## src/rtl/rr_out_arbiter_pkg.sv

```systemverilog
// -----------------------------------------------------------------------------
// rr_out_arbiter_pkg
// Shared router definitions: input-port index constants, the default number of
// requesting ports and the output-arbiter state encoding.
// -----------------------------------------------------------------------------
package rr_out_arbiter_pkg;

    localparam int NPORTS  = 5;

    localparam int P_LOCAL = 0;
    localparam int P_NORTH = 1;
    localparam int P_EAST  = 2;
    localparam int P_SOUTH = 3;
    localparam int P_WEST  = 4;

    typedef enum logic [0:0] {
        ST_IDLE   = 1'b0,
        ST_LOCKED = 1'b1
    } state_e;

endpackage

```

## src/rtl/rr_out_arbiter_pick.sv

```systemverilog
// -----------------------------------------------------------------------------
// rr_pick
// Purely combinational circular priority encoder. Scans req & ~mask starting
// at index ptr (ptr, ptr+1, ... wrapping modulo NPORTS) and reports the first
// set bit both as a one-hot vector and as a binary index.
//
// Ports
//   req    [NPORTS-1:0]  request vector
//   mask   [NPORTS-1:0]  1 = exclude this input from the scan
//   ptr    [PW-1:0]      highest-priority index (must be < NPORTS)
//   onehot [NPORTS-1:0]  one-hot winner, all-zero when nothing is eligible
//   index  [PW-1:0]      binary winner index, 0 when nothing is eligible
// -----------------------------------------------------------------------------
module rr_pick #(
    parameter int NPORTS = 5,
    parameter int PW     = 3
) (
    input  logic [NPORTS-1:0] req,
    input  logic [NPORTS-1:0] mask,
    input  logic [PW-1:0]     ptr,
    output logic [NPORTS-1:0] onehot,
    output logic [PW-1:0]     index
);

    localparam logic [PW:0] NP_W = (PW+1)'(NPORTS);

    logic [NPORTS-1:0] eligible_s;
    logic [PW:0]       sum_s;
    logic [PW-1:0]     pos_s;
    logic              hit_s;
    logic              found_s;

    assign eligible_s = req & ~mask;

    // Walk the inputs in circular priority order; only the first eligible one wins.
    always_comb begin
        onehot  = {NPORTS{1'b0}};
        index   = {PW{1'b0}};
        sum_s   = {(PW+1){1'b0}};
        pos_s   = {PW{1'b0}};
        hit_s   = 1'b0;
        found_s = 1'b0;
        for (int k = 0; k < NPORTS; k++) begin
            sum_s         = {1'b0, ptr} + (PW+1)'(k);
            pos_s         = (sum_s >= NP_W) ? PW'(sum_s - NP_W) : sum_s[PW-1:0];
            hit_s         = eligible_s[pos_s] & ~found_s;
            onehot[pos_s] = hit_s;
            index         = hit_s ? pos_s : index;
            found_s       = found_s | hit_s;
        end
    end

endmodule

```

## src/rtl/rr_out_arbiter.sv

```systemverilog
// -----------------------------------------------------------------------------
// rr_out_arbiter
// Round-robin arbiter for one router output port. Issues a registered one-hot
// grant to one of NPORTS inputs and, in wormhole mode, keeps it until the
// owner's tail flit transfers so packets never interleave on the port.
//
// Build option
//   RR_WORMHOLE_LOCK_EN  defined   : grant held head-through-tail.
//                        undefined : per-flit arbitration, tail ignored.
//
// Ports
//   clk        clock, rising edge
//   rst        synchronous active-low reset
//   req        [NPORTS-1:0] input i holds a flit routed here
//   tail       [NPORTS-1:0] flit presented by input i is a packet tail
//   out_ready  downstream credit available this cycle
//   grant      [NPORTS-1:0] registered one-hot grant (or zero)
//   fire       combinational: owner flit transfers this cycle
//   busy       registered: a packet owns the port
// -----------------------------------------------------------------------------
module rr_out_arbiter #(
    parameter int NPORTS  = rr_out_arbiter_pkg::NPORTS,
    parameter int RST_PTR = 0
) (
    input  logic              clk,
    input  logic              rst,
    input  logic [NPORTS-1:0] req,
    input  logic [NPORTS-1:0] tail,
    input  logic              out_ready,
    output logic [NPORTS-1:0] grant,
    output logic              fire,
    output logic              busy
);

    import rr_out_arbiter_pkg::*;

    localparam int PW = (NPORTS > 1) ? $clog2(NPORTS) : 1;

    state_e            state_r;
    state_e            state_n_s;
    logic [NPORTS-1:0] grant_r;
    logic [NPORTS-1:0] grant_n_s;
    logic [PW-1:0]     ptr_r;
    logic [PW-1:0]     ptr_n_s;
    logic              busy_r;
    logic              busy_n_s;
    logic [NPORTS-1:0] mask_s;
    logic [NPORTS-1:0] pick_onehot_s;
    logic [PW-1:0]     pick_index_s;
    logic              pick_valid_s;
    logic              fire_s;
    logic              release_s;

    // Explicit wrap: the last input hands priority back to input 0.
    function automatic logic [PW-1:0] ptr_after(input logic [PW-1:0] idx);
        ptr_after = (idx == PW'(NPORTS-1)) ? {PW{1'b0}} : idx + PW'(1);
    endfunction

    // grant_r is zero in IDLE, so fire can only assert for a current owner.
    assign fire_s = (|(grant_r & req)) & out_ready;

`ifdef RR_WORMHOLE_LOCK_EN
    logic owner_tail_s;

    assign owner_tail_s = |(grant_r & tail);
    assign release_s    = fire_s & owner_tail_s;
    // The releasing owner may not immediately win again; in IDLE grant_r is zero.
    assign mask_s       = grant_r;
`else
    logic others_s;
    logic unused_tail_s;

    assign unused_tail_s = ^tail;
    assign others_s      = |(req & ~grant_r);
    assign release_s     = fire_s;
    // The owner is excluded only when someone else is waiting for the port.
    assign mask_s        = others_s ? grant_r : {NPORTS{1'b0}};
`endif

    rr_pick #(
        .NPORTS (NPORTS),
        .PW     (PW)
    ) u_pick (
        .req    (req),
        .mask   (mask_s),
        .ptr    (ptr_r),
        .onehot (pick_onehot_s),
        .index  (pick_index_s)
    );

    assign pick_valid_s = |pick_onehot_s;

    // Next-state, next-grant and next-pointer selection.
    always_comb begin
        state_n_s = state_r;
        grant_n_s = grant_r;
        ptr_n_s   = ptr_r;
        case (state_r)
            ST_IDLE: begin
                if (pick_valid_s) begin
                    state_n_s = ST_LOCKED;
                    grant_n_s = pick_onehot_s;
                    ptr_n_s   = ptr_after(pick_index_s);
                end else begin
                    state_n_s = ST_IDLE;
                    grant_n_s = {NPORTS{1'b0}};
                end
            end
            ST_LOCKED: begin
                if (release_s && pick_valid_s) begin
                    state_n_s = ST_LOCKED;
                    grant_n_s = pick_onehot_s;
                    ptr_n_s   = ptr_after(pick_index_s);
                end else if (release_s) begin
                    state_n_s = ST_IDLE;
                    grant_n_s = {NPORTS{1'b0}};
                end else begin
                    // Stalled downstream or owner bubble: keep everything.
                    state_n_s = ST_LOCKED;
                    grant_n_s = grant_r;
                end
            end
            default: begin
                state_n_s = ST_IDLE;
                grant_n_s = {NPORTS{1'b0}};
                ptr_n_s   = PW'(RST_PTR);
            end
        endcase
        // LOCKED always carries a non-zero grant, so this also equals |grant.
        busy_n_s = (state_n_s == ST_LOCKED);
    end

    // State, grant, pointer and busy registers with synchronous reset.
    always_ff @(posedge clk) begin
        if (!rst) begin
            state_r <= ST_IDLE;
            grant_r <= {NPORTS{1'b0}};
            ptr_r   <= PW'(RST_PTR);
            busy_r  <= 1'b0;
        end else begin
            state_r <= state_n_s;
            grant_r <= grant_n_s;
            ptr_r   <= ptr_n_s;
            busy_r  <= busy_n_s;
        end
    end

    assign grant = grant_r;
    assign busy  = busy_r;
    assign fire  = fire_s;

endmodule

```

## config.mk

```make
export PLATFORM = sky130hd
export DESIGN_NAME = rr_out_arbiter
export DESIGN_NICKNAME = d
export VERILOG_FILES = /design/src/rtl/rr_out_arbiter_pkg.sv /design/src/rtl/rr_out_arbiter_pick.sv /design/src/rtl/rr_out_arbiter.sv
export SDC_FILE = /design/constraint.sdc
export NUM_CORES = 1
export LEC_CHECK = 0
export BUFFER_PORTS_ARGS = -buffer_cell sky130_fd_sc_hd__buf_4
export CORE_MARGIN = 4
export CORE_UTILIZATION = 65
export CTS_CLUSTER_SIZE = 28
export DETAILED_ROUTE_END_ITERATION = 16
export GPL_TIMING_DRIVEN = 0
export HOLD_SLACK_MARGIN = 0.06
export PLACE_DENSITY = 0.86
export SYNTH_ARGS = -nofsm -noshare
export SYNTH_HDL_FRONTEND = slang
export SYNTH_SLANG_ARGS = --single-unit
```

## constraint.sdc

```tcl
create_clock -name clk -period 7.5 [get_ports clk]
set_clock_uncertainty 0.2 [all_clocks]
set_input_delay 1.125 -clock clk [delete_from_list [all_inputs] [get_ports clk]]
set_output_delay 1.125 -clock clk [all_outputs]
set_load 0.05 [all_outputs]
```

==> impl_metrics.csv <==
group,metric,value,unit
grt,grt_max_degree,12,
yosys,synth_edf_count,0,
floorplanning,fp-row-count,20,
clock_tree,cts.sinks,9,
worst_setup_path,crit_fanout,11,
grt,grt_pass1_wl,10600,microns
yosys,synthFlopType,"dfxtp_1",
finish,nets,335,
yosys,synthCells,292,
job,drv_cap,0,
worst_setup_path,start_kind,"flip-flop",
worst_setup_path,cp.arrival,5070,ps
clock_tree,cts_inserted_buffers,3,
sta,relSlewSlack,0.536,
power_and_ir_drop,power-per-cell-area,467,nW/um^2
clock_tree,post-cts-setup-buffer-count,0,
detailed_routing,drc_errors,0,
finish,fillCellCount,253,
worst_setup_path,path_delay_family,"compound AO/OA/AOI/OAI gates",
place,place_congestion,1.02,
finish,n_antenna_cell,0,
detailed_routing,avgRoutedWirePerCell,18.5,microns
grt,grt_pass1_vias,2236,
clock_tree,cts_tree,"yes",
sta,drv_slew,0,
power_and_ir_drop,intPower,0.476,mW
finish,area_delta_synth_final,8.50,%
clock_tree,cts_max_level,1,
sta,setup_viol,0,
clock_tree,clkTransAtPathRegs,60,ps
worst_setup_path,crit_type,"flip-flop to flip-flop",
power_and_ir_drop,p_sw_frac,0.571,
power_and_ir_drop,pwr-share-seq,0.075,
grt,antenna_found_initial,0,
yosys,synth_fp_nets,316,
yosys,synthTopCellsByArea,"dfxtp_1 (8.2%), ha_1 (5.7%), mux2i_1 (4.6%)",
yosys,synth_seq_cells,9,
clock_tree,cts_hold_buf,0,
outcome,outcome,"completed",
worst_setup_path,max_stage_delay,500,ps
worst_setup_path,crit_buf_inv,6,
min_path,min_from,"grant[2]",
grt,grt_overflow,0,
detailed_routing,drt-pass1-iter-count,6,
floorplanning,start_util,0.701,
detailed_routing,routed_wl,6540,microns
sta,max_freq,0.195,GHz
worst_setup_path,slowest_stage,"fa_1",
worst_setup_path,end_kind,"flip-flop",
worst_setup_path,crit_path_cell_trace,"buf_2, inv_1, clkbuf_1, ha_1, inv_1, fa_1, o211a_1, o2bb2ai_1, o22ai_1, or3b_1, buf_4, nand3b_4, o311a_1, o221a_2, inv_1, ha_1, nor2_1, mux2_2, nand2_1, mux2i_1",
sta,max_slew.worst_pin.slew,677,ps
yosys,ys_async_sr_fraction,0,
place,io_buffer_count,14,
power_and_ir_drop,leakagePower,0.980,nW
power_and_ir_drop,p_total,1.11,mW
place,placed_cell_area,2350,sq um
power_and_ir_drop,ir_worst_vdd,0.294,mV
detailed_routing,first_iter_violations,444,
detailed_routing,drt.antenna.violating_nets,0,
yosys,yosysTopAreaCell,"dfxtp_1",
floorplanning,io-pin-count,20,
yosys,syn-cell-area,2190,sq um
detailed_routing,vias,2478,
clock_tree,clock_path_buffers,2,
sta,period_minus_slack,5120,ps
clock_tree,post_cts_resized,0,
power_and_ir_drop,clkPwrFrac,0.035,
detailed_routing,routed_via_density,7.00,
finish,fin_area,2380,sq um
sta,final-hold-violation-count,0,
yosys,yosys_warnings,0,
finish,fin_util,0.760,
power_and_ir_drop,switchingPower,0.634,mW
worst_setup_path,r2r_end,"ptr_r[2]",
worst_setup_path,path_common_cell,"inv_1",
clock_tree,clk_latency,270,ps
floorplanning,fp.dieH,66.1,microns
floorplanning,fp.dieArea,4370,sq um
finish,final_layout_size_suffix_gt1_frac,0.194,
clock_tree,cts_root_buf,"clkbuf_4",
place,dp_hpwl,5070,microns
place,dp_cells,350,
sta,tns,0,ps
min_path,holdPathStages,2,
min_path,hold_end,"grant[2]",
sta,finalCritPeriodShare,0.683,
worst_setup_path,worst-r2r-setup-slack,2380,ps
power_and_ir_drop,p_comb_frac,0.889,
worst_setup_path,rr_worst_depth,20,
finish,fin_cells,354,
yosys,yosysSeqAreaShare,0.0822,
worst_setup_path,timing.rr.start,"ptr_r[0]",
yosys,synth_top_cell_area_share,0.0822,
sta,rsz0062_at_grt,"no",
yosys,syn_avg_cell_area,7.51,sq um
worst_setup_path,required,7440,ps
grt,grt_usage,0.310,
yosys,synth_cell_types,81,
floorplanning,core_area,3130,sq um
min_path,worst_hold_path_type,"flip-flop to flip-flop",
floorplanning,fp.dieW,66.1,microns
## cell type report
class / count / area (sq um) / share of cell area
multi-input cells: 250 / 1840 / 0.774
flip-flops and latches: 9 / 180 / 0.0757
plain buffers: 21 / 126 / 0.0531
repair buffers: 14 / 105 / 0.0442
well taps: 44 / 55.1 / 0.0231
inverters: 12 / 45.0 / 0.0189
clock buffers: 4 / 26.3 / 0.0110
## placed cells by master, fill, tap and decap left out, types with 3 or more instances in the layout
cell      instances
a211o_1           4
a211oi_1          5
a21oi_1          15
a22oi_1           3
a31oi_1          12
and2b_1           3
buf_1             3
buf_2             8
buf_4            18
buf_6             3
clkbuf_1          4
clkbuf_4          3
dfxtp_1           9
ha_1             10
inv_1            11
mux2i_1          10
nand2_1          22
nand2b_1         10
nand3_1           7
nand4_1           3
nor2_1           17
nor2b_1           8
nor3_1           12
nor3b_1           3
nor4_1            5
o21ai_0          15
o22a_1            3
o22ai_1           4
o31ai_1           4
o41ai_2           3
xnor2_1           6
## synthesized netlist by cell type, drive strengths merged (3+ instances only)
cell and instances:
o21ai 19, a22oi 3, inv 12, and2b 4
o211ai 3, o32ai 3, nor2 17, nand3 8
o31ai 4, nand2 22, clkbuf 3, nor3 13
o22a 3, dfxtp 9, a211o 4, o22ai 4
o41ai 4, or2 3, a31oi 13, nand2b 10
mux2i 10, a211oi 6, nand4 3, xnor2 6
nor3b 3, and2 3, buf 18, ha 10
nor4 5, a21oi 15, nor2b 10
## worst register-to-register path: stages (launching register included)
cell,delay [ps]
dfxtp_1,380
buf_2,210
inv_1,150
clkbuf_1,460
ha_1,310
inv_1,70
fa_1,500
o211a_1,290
o2bb2ai_1,330
o22ai_1,190
or3b_1,390
buf_4,170
nand3b_4,210
o311a_1,360
o221a_2,150
inv_1,60
ha_1,150
nor2_1,40
mux2_2,250
nand2_1,80
mux2i_1,70
## logic make-up after synthesis
| family | synth area share |
|---|---|
| fa+ha+maj | 0.0662 |
| simple gates | 0.321 |
| compound gates | 0.377 |
| mux | 0.0508 |
| buf+inv | 0.0782 |
| flops | 0.0822 |
| xor+xnor | 0.0240 |
## flip-flops by register name (all words and copies together), names as in the netlist
name	flops
grant	5
ptr_r	3
busy	1
## per-layer routing
metal  global-route usage  part of all wire
met4                0.129             0.028
met5                    0                 0
met1                0.443              0.41
met2                0.481              0.45
met3               0.0187              0.11
## through the flow
stage	setup slack [ps]	hold slack, ps
floorplan	3110	466
global placement	2550	358
detailed placement	2490	379
CTS	2450	390
global route	2020	454
finish	2380	384
## power by group through the flow
stage	sequential, mW	clock (mW)	combinational, mW
after floorplan	0.113	0	0.736
after global placement	0.0835	0	0.942
after detailed placement	0.0844	0	0.959
after CTS	0.0834	0.0395	0.963
after global routing	0.0866	0.0420	1.07
final	0.0838	0.0389	0.987
## how the worst max path moves through the flow
stage,slack [ps],from,to,depth (start not counted)
finish,2380,ptr_r[0],ptr_r[2],20
global route,2020,ptr_r[0],ptr_r[2],20
CTS,2450,ptr_r[0],ptr_r[2],20
detailed placement,2490,ptr_r[0],ptr_r[2],20
global placement,2550,ptr_r[0],ptr_r[2],20
floorplan,3110,ptr_r[0],ptr_r[2],20
Power figures use the tool's default switching activity.
